<file path="src/rtl/pwm_duty_ramp_pkg.sv">
// Shared definitions for the PWM duty-ramp front-end: default widths matching
// the PWM core and the ramp controller state encoding.
package pwm_duty_ramp_pkg;

  localparam int DEF_WIDTH_PERIOD = 16;
  localparam int DEF_WIDTH_DUTY   = 16;
  localparam int DEF_WIDTH_STEP   = 8;
  localparam int DEF_WIDTH_DIV    = 8;
  localparam int DEF_INIT_PERIOD  = 1000;

  typedef enum logic [1:0] {
    IDLE  = 2'd0,
    APPLY = 2'd1,
    RAMP  = 2'd2
  } ramp_state_e;

endpackage

</file>
<file path="src/rtl/pwm_duty_ramp_if.sv">
// Configuration request channel of the duty-ramp block: valid/ready handshake
// carrying a new period, a target duty and the ramp rate.
interface pwm_duty_ramp_if
  import pwm_duty_ramp_pkg::*;
#(
  parameter int WIDTH_PERIOD = DEF_WIDTH_PERIOD,
  parameter int WIDTH_DUTY   = DEF_WIDTH_DUTY,
  parameter int WIDTH_STEP   = DEF_WIDTH_STEP,
  parameter int WIDTH_DIV    = DEF_WIDTH_DIV
) ();

  logic                    cfg_valid;
  logic                    cfg_ready;
  logic [WIDTH_PERIOD-1:0] cfg_period;
  logic [WIDTH_DUTY-1:0]   cfg_duty;
  logic [WIDTH_STEP-1:0]   cfg_step;
  logic [WIDTH_DIV-1:0]    cfg_div;

  modport master (
    output cfg_valid,
    output cfg_period,
    output cfg_duty,
    output cfg_step,
    output cfg_div,
    input  cfg_ready
  );

  modport slave (
    input  cfg_valid,
    input  cfg_period,
    input  cfg_duty,
    input  cfg_step,
    input  cfg_div,
    output cfg_ready
  );

endinterface

</file>
<file path="src/rtl/pwm_phase_tracker.sv">
// Mirror of the PWM core counter; flags the last count of every period so other
// blocks can change settings exactly where the core wraps to zero.
module pwm_phase_tracker
  import pwm_duty_ramp_pkg::*;
#(
  parameter int WIDTH_PERIOD = DEF_WIDTH_PERIOD
) (
  input  logic                    clk,
  input  logic                    reset_n,
  input  logic [WIDTH_PERIOD-1:0] period,
  output logic                    bnd
);

  logic [WIDTH_PERIOD-1:0] ph;
  logic [WIDTH_PERIOD-1:0] last_count;

  // Truncated subtraction keeps period 0 wrapping at the all-ones count, as the core does.
  assign last_count = period - WIDTH_PERIOD'(1);
  assign bnd        = (ph >= last_count);

  always_ff @(posedge clk or negedge reset_n) begin
    if (!reset_n) begin
      ph <= '0;
    end else if (bnd) begin
      ph <= '0;
    end else begin
      ph <= ph + WIDTH_PERIOD'(1);
    end
  end

endmodule

</file>
<file path="src/rtl/pwm_duty_ramp.sv">
// Configuration front-end for the PWM core: applies a new period and walks the
// duty toward a target in steps, touching outputs only at period boundaries.
module pwm_duty_ramp
  import pwm_duty_ramp_pkg::*;
#(
  parameter int WIDTH_PERIOD = DEF_WIDTH_PERIOD,
  parameter int WIDTH_DUTY   = DEF_WIDTH_DUTY,
  parameter int WIDTH_STEP   = DEF_WIDTH_STEP,
  parameter int WIDTH_DIV    = DEF_WIDTH_DIV,
  parameter int INIT_PERIOD  = DEF_INIT_PERIOD
) (
  input  logic                    clk,
  input  logic                    reset_n,
  pwm_duty_ramp_if.slave          cfg,
  output logic [WIDTH_PERIOD-1:0] period,
  output logic [WIDTH_DUTY-1:0]   duty,
  output logic                    busy,
  output logic                    ramp_done
);

  ramp_state_e state;
  ramp_state_e state_next;

  logic [WIDTH_DUTY-1:0]   target;
  logic [WIDTH_STEP-1:0]   step_r;
  logic [WIDTH_DIV-1:0]    div_r;
  logic [WIDTH_DIV-1:0]    div_cnt;
  logic [WIDTH_PERIOD-1:0] pend_period;

  logic                    bnd;
  logic                    accept;
  logic                    div_hit;
  logic                    step_evt;
  logic                    done_evt;
  logic [WIDTH_DUTY-1:0]   duty_next;

  logic [WIDTH_DUTY:0]     duty_x;
  logic [WIDTH_DUTY:0]     target_x;
  logic [WIDTH_DUTY:0]     step_x;
  logic [WIDTH_DUTY:0]     sum_x;
  logic [WIDTH_DUTY:0]     gap_x;
  logic [WIDTH_DIV:0]      cnt_inc;
  logic [WIDTH_DIV:0]      div_eff;

  pwm_phase_tracker #(
    .WIDTH_PERIOD (WIDTH_PERIOD)
  ) u_tracker (
    .clk     (clk),
    .reset_n (reset_n),
    .period  (period),
    .bnd     (bnd)
  );

  assign accept = cfg.cfg_valid && (state == IDLE);

  // A divider of 0 behaves as 1, so a step is due on every boundary.
  assign cnt_inc = {1'b0, div_cnt} + (WIDTH_DIV+1)'(1);
  assign div_eff = (div_r == '0) ? (WIDTH_DIV+1)'(1) : {1'b0, div_r};
  assign div_hit = (cnt_inc >= div_eff);

  assign step_evt = bnd && ((state == APPLY) || ((state == RAMP) && div_hit));
  assign done_evt = step_evt && (duty_next == target);

  // One extra bit on every operand so neither direction can wrap past the target.
  always_comb begin
    duty_x    = {1'b0, duty};
    target_x  = {1'b0, target};
    step_x    = (WIDTH_DUTY+1)'(step_r);
    sum_x     = duty_x + step_x;
    gap_x     = duty_x - target_x;
    duty_next = target;
    if (step_r != '0) begin
      if (duty < target) begin
        duty_next = (sum_x >= target_x) ? target : sum_x[WIDTH_DUTY-1:0];
      end else if (duty > target) begin
        duty_next = (gap_x <= step_x) ? target : (duty - WIDTH_DUTY'(step_r));
      end
    end
  end

  always_ff @(posedge clk or negedge reset_n) begin
    if (!reset_n) begin
      state <= IDLE;
    end else begin
      state <= state_next;
    end
  end

  always_comb begin
    state_next = state;
    case (state)
      IDLE:    if (accept) state_next = APPLY;
      APPLY:   if (bnd) state_next = done_evt ? IDLE : RAMP;
      RAMP:    if (done_evt) state_next = IDLE;
      default: state_next = IDLE;
    endcase
  end

  always_comb begin
    cfg.cfg_ready = 1'b0;
    busy          = 1'b1;
    if (state == IDLE) begin
      cfg.cfg_ready = 1'b1;
      busy          = 1'b0;
    end
  end

  // Period and duty move on the edge where the mirror counter returns to zero.
  always_ff @(posedge clk or negedge reset_n) begin
    if (!reset_n) begin
      period      <= WIDTH_PERIOD'(INIT_PERIOD);
      duty        <= '0;
      target      <= '0;
      step_r      <= '0;
      div_r       <= '0;
      div_cnt     <= '0;
      pend_period <= '0;
      ramp_done   <= 1'b0;
    end else begin
      ramp_done <= done_evt;
      if (accept) begin
        target      <= cfg.cfg_duty;
        step_r      <= cfg.cfg_step;
        div_r       <= cfg.cfg_div;
        pend_period <= cfg.cfg_period;
      end
      if (accept || step_evt) begin
        div_cnt <= '0;
      end else if ((state == RAMP) && bnd) begin
        div_cnt <= div_cnt + WIDTH_DIV'(1);
      end
      if (step_evt) begin
        duty <= duty_next;
      end
      if ((state == APPLY) && bnd) begin
        period <= pend_period;
      end
    end
  end

endmodule

</file>
<file path="src/flat_wrapper.sv">
// flat-port wrapper written by rule: the top's interface ports become plain ports
module pwm_duty_ramp_flat import pwm_duty_ramp_pkg::*;
#(
  parameter int WIDTH_PERIOD = DEF_WIDTH_PERIOD,
  parameter int WIDTH_DUTY   = DEF_WIDTH_DUTY,
  parameter int WIDTH_STEP   = DEF_WIDTH_STEP,
  parameter int WIDTH_DIV    = DEF_WIDTH_DIV,
  parameter int INIT_PERIOD  = DEF_INIT_PERIOD
)
  (clk, reset_n, period, duty, busy, ramp_done, cfg_cfg_valid, cfg_cfg_period, cfg_cfg_duty, cfg_cfg_step, cfg_cfg_div, cfg_cfg_ready);
  pwm_duty_ramp_if #(.WIDTH_PERIOD(WIDTH_PERIOD), .WIDTH_DUTY(WIDTH_DUTY), .WIDTH_STEP(WIDTH_STEP), .WIDTH_DIV(WIDTH_DIV)) cfg_i ();
  input  logic clk;
  input  logic reset_n;
  output logic [WIDTH_PERIOD-1:0] period;
  output logic [WIDTH_DUTY-1:0] duty;
  output logic busy;
  output logic ramp_done;
  input wire logic [$bits(cfg_i.cfg_valid)-1:0] cfg_cfg_valid;
  input wire logic [$bits(cfg_i.cfg_period)-1:0] cfg_cfg_period;
  input wire logic [$bits(cfg_i.cfg_duty)-1:0] cfg_cfg_duty;
  input wire logic [$bits(cfg_i.cfg_step)-1:0] cfg_cfg_step;
  input wire logic [$bits(cfg_i.cfg_div)-1:0] cfg_cfg_div;
  output wire logic [$bits(cfg_i.cfg_ready)-1:0] cfg_cfg_ready;
  assign cfg_i.cfg_valid = cfg_cfg_valid;
  assign cfg_i.cfg_period = cfg_cfg_period;
  assign cfg_i.cfg_duty = cfg_cfg_duty;
  assign cfg_i.cfg_step = cfg_cfg_step;
  assign cfg_i.cfg_div = cfg_cfg_div;
  assign cfg_cfg_ready = cfg_i.cfg_ready;
  pwm_duty_ramp #(.WIDTH_PERIOD(WIDTH_PERIOD), .WIDTH_DUTY(WIDTH_DUTY), .WIDTH_STEP(WIDTH_STEP), .WIDTH_DIV(WIDTH_DIV), .INIT_PERIOD(INIT_PERIOD)) u_core (.clk(clk), .reset_n(reset_n), .cfg(cfg_i), .period(period), .duty(duty), .busy(busy), .ramp_done(ramp_done));
endmodule
</file>
<file path="config.mk">
export PLATFORM = sky130hd
export DESIGN_NAME = pwm_duty_ramp_flat
export DESIGN_NICKNAME = d
export VERILOG_FILES = /design/src/rtl/pwm_duty_ramp_pkg.sv /design/src/rtl/pwm_duty_ramp_if.sv /design/src/rtl/pwm_phase_tracker.sv /design/src/rtl/pwm_duty_ramp.sv /design/src/flat_wrapper.sv
export SDC_FILE = /design/constraint.sdc
export NUM_CORES = 1
export LEC_CHECK = 0
export ABC_CLOCK_PERIOD_IN_PS = 5000
export CORE_UTILIZATION = 50
export DETAILED_ROUTE_END_ITERATION = 12
export DONT_BUFFER_PORTS = 1
export PLACE_DENSITY_LB_ADDON = 0.25
export RECOVER_POWER = 25
export REMOVE_ABC_BUFFERS = 1
export SLEW_MARGIN = 40
export SYNTH_ARGS = -nofsm -noshare
export SYNTH_HDL_FRONTEND = slang
export SYNTH_HIERARCHICAL = 1
export SYNTH_SLANG_ARGS = --single-unit
</file>
<file path="constraint.sdc">
create_clock -name clk -period 5 [get_ports clk]
set_input_delay 0.5 -clock clk [delete_from_list [all_inputs] [get_ports clk]]
set_output_delay 0.5 -clock clk [all_outputs]
set_load 0.05 [all_outputs]
</file>
==> results.json <==
{
  "final-hold-violation-count": 0,
  "hold-worst-slack_ns": 0.2546,
  "placedInstanceArea_mm2": 0.009360,
  "avgSynthCellArea_um2": 8.557,
  "rows": 48,
  "yosys.cell_count.top_type": "nand2_1",
  "critPathMaxStageDelay_ns": 0.47,
  "tritoncts": "built",
  "grt.total_usage_pct": 28.79,
  "power_density_mw_per_mm2": 228.6,
  "fin_crit_ns": 4.792,
  "clock_skew_ns": 0.007894,
  "htreeDepth": 3,
  "detailroute.via_count": 7945,
  "cp.arrival_ns": 5.09,
  "globalRoute.totalOverflow": 0,
  "num_io_pins": 86,
  "areaGrowthSynthToFinish_pct": 9.626,
  "internal-power_mw": 1.469,
  "drive_gt1_share_pct": 13.17,
  "critPathSlowestCell": "a2111oi_2",
  "cts_made_buffers": 9,
  "synth_cell_types": 84,
  "timing.hold.worst.class": "input pin to flip-flop",
  "setup.worst_path.end_class": "flip-flop",
  "starting_density_of_the_core_pct": 51.25,
  "achievable-frequency_ghz": 0.2087,
  "post-synth-top-area-fraction_pct": 28.51,
  "sw_ratio_pct": 33.85,
  "layout_worst_path_cycle_share_pct": 95.84,
  "worstMarginPinSlew_ns": 2.691,
  "finalMaxSlewViolations": 108,
  "path_class": "flip-flop to flip-flop",
  "p_leak_nw": 4.616,
  "die-area_mm2": 0.01827,
  "synth.yosys.seq_area_share_pct": 30.29,
  "synth.cells.most_frequent": "136 x nand2_1, 101 x dfrtp_1, 83 x ha_1, 83 x o21ai_0, 76 x nor2_1",
  "critical_path_depth": 17,
  "wirelength_mm": 25.56,
  "dr.pass1.iters": 8,
  "critical_path_peak_fanout": 28,
  "hold-path-endpoint": "u_core/target[8]",
  "synthTopCellsByArea": "dfrtp_1 29%, ha_1 12%, nand2_1 5.8%",
  "hpwl_mm": 19.36,
  "design.core.area_mm2": 0.01730,
  "syn-instance-count": 1036,
  "number_of_enable_flip_flop_cells_after_synthesis": 0,
  "critical_path.startpoint_type": "flip-flop",
  "holdPathStages": 2,
  "status": "finished, violations left",
  "path_common_cell": "ha_1",
  "power.share.sequential_pct": 43.4,
  "ant_nets": 0,
  "synthFlopType": "dfrtp_1",
  "clockBufferDepth": 2,
  "worst_r2r_path_depth": 17,
  "fin_area_mm2": 0.009718,
  "design.final.nets": 1195,
  "reg2reg_slack_ns": 0.21,
  "drc_marker_count_from_the_first_detailed_route_iteration": 887,
  "vias_in_the_first_global_route": 7686,
  "slew-limit-headroom_pct": -79.37,
  "ys_async_sr_fraction_pct": 100.0,
  "crit_family": "compound AO/OA/AOI/OAI gates",
  "worst_skew_pair.late_latency_ns": 0.36,
  "finalWeightedCongestion": 0.9670,
  "p_clk_share_pct": 32.8,
  "numClockSinks": 107,
  "diodes": 0,
  "fp.dieH_um": 135.2,
  "cts_root_buffer": "clkbuf_16",
  "dieWidth_um": 135.2,
  "clkTransAtPathRegs_ns": 0.08,
  "r2r-start": "u_core/duty[0]",
  "timing.critical_path.buf_inv": 1,
  "timing.critical_path.cells": "ha_1, fa_1, nor2b_1, o211ai_1, a211oi_1, o21bai_1, xnor2_1, ha_1, a2111oi_2, o2111ai_1, a22oi_2, buf_12, and2_0, a21boi_0, or4_1, a21oi_2, o41a_1",
  "drv_cap": 1,
  "yosys_register_bits": 107,
  "grt_first_pass_wirelength_mm": 40.68,
  "synth_warn": 6,
  "failed_checks": "max-capacitance violations, max-slew violations",
  "launch_instance_of_the_worst_min_delay_path": "cfg_cfg_duty[8]",
  "post_drt_via_cell_ratio": 6.168,
  "setup-violations-final": 0,
  "combinationalPowerShare_pct": 23.8,
  "numPortBuffers": 0,
  "synth.largest_area_cell": "dfrtp_1",
  "drc": 0,
  "grt_start_max_net_pins": 108,
  "max-vdd-ir-drop_mv": 0.1998,
  "grt_antenna_before_repair": 0,
  "r2r_end": "u_core/state[1]",
  "avgRoutedWirePerCell_um": 19.85,
  "required_ns": 5.30,
  "netSwitchingPower_uw": 751.8,
  "post_synth_instance_area_mm2": 0.008865
}
[sequential cells by signal, indices dropped and copies added (netlist names)]
signal,cells
u_core/duty,16
u_core/div_cnt,8
u_core/ramp_done,1
u_core/pend_period,16
u_core/target,16
u_core/u_tracker/ph,16
u_core/period,16
u_core/step_r,8
u_core/state,2
u_core/div_r,8
[layout by cell type (no fill, tap or decap), types with 13 or more instances in the layout]
| master | count |
|---|---|
| a21o_1 | 14 |
| xor2_1 | 24 |
| nand2_1 | 136 |
| xnor2_1 | 52 |
| nor4_1 | 29 |
| o22ai_1 | 14 |
| buf_4 | 50 |
| nor2_1 | 74 |
| nand4_1 | 13 |
| mux2_2 | 27 |
| inv_1 | 57 |
| nor3_1 | 20 |
| dfrtp_1 | 98 |
| nand3_1 | 14 |
| ha_1 | 83 |
| a21oi_1 | 45 |
| o211ai_1 | 13 |
| o21ai_0 | 83 |
[worst max-delay path by stage]
stage	from	endpoint
final	u_core/duty[0]	u_core/state[1]
after global placement	u_core/target[3]	u_core/state[1]
after global routing	u_core/duty[0]	u_core/state[1]
after detailed placement	u_core/duty[1]	u_core/state[1]
after floorplan	u_core/period[0]	u_core/state[1]
after CTS	u_core/duty[1]	u_core/state[1]
[cell families (layout without fill, tap and decap cells)]
| family | count (synthesis) | after routing | share of synthesized area [%] |
|---|---|---|---|
| AO/OA/AOI/OAI | 271 | 271 | 20.69 |
| XOR/XNOR | 77 | 77 | 7.608 |
| adder cells (fa/ha/maj) | 86 | 86 | 12.39 |
| buffers and inverters | 99 | 126 | 4.545 |
| flip-flops | 107 | 107 | 30.29 |
| multiplexers | 31 | 31 | 3.881 |
| AND/OR/NAND/NOR | 365 | 365 | 20.59 |
[final cells by class]
cell class	count	area, um2
timing repair buffer	52	400.4
inverter	58	217.7
fill	1560	7579
sequential	107	2689
tap	225	281.5
clock inverter	7	71.32
multi-input combinational	830	5833
clock buffer	9	225.2
[what timing repair did]
item                                    CTS  global route
endpoints found under the hold margin   107             0
hold buffers                              1             0
endpoints found under the setup margin    0            17
buffers inserted                          0             2
gates resized for setup                   0            12
[routing by layer]
metal | up-vias | wire length (um) | GRT usage [%]
li1 | 3795 | - | -
met1 | 3760 | 10690 | 37.13
met3 | 67 | 1799 | 6.023
met4 | 0 | 901 | 11.55
met5 | - | 0 | 0
met2 | 323 | 12170 | 46.92
[power groups by stage]
stage               registers, mW  clock network (mW)  logic [mW]
global placement            0.978                   0       0.488
detailed placement          0.978                   0       0.493
CTS                         0.962               0.742       0.516
finish                      0.965               0.728       0.528
global route                0.969               0.778       0.587
floorplan                   0.961                   0       0.356
[stage by stage]
stage               utilization (%)  power [mW]  setup slack, ns  TNS (ns)  std cells
global placement              54.08       1.465           0.2015         0       1269
floorplan                         -       1.316          -0.5370    -8.011        995
global route                  56.18       2.333         -0.01963  -0.03416       1288
finish                        56.18       2.221           0.2079         0       1288
detailed placement            54.12       1.471          0.09201         0       1269
CTS                           55.99       2.220          0.04651         0       1286
Note: power is estimated with default switching activity, not from simulation.
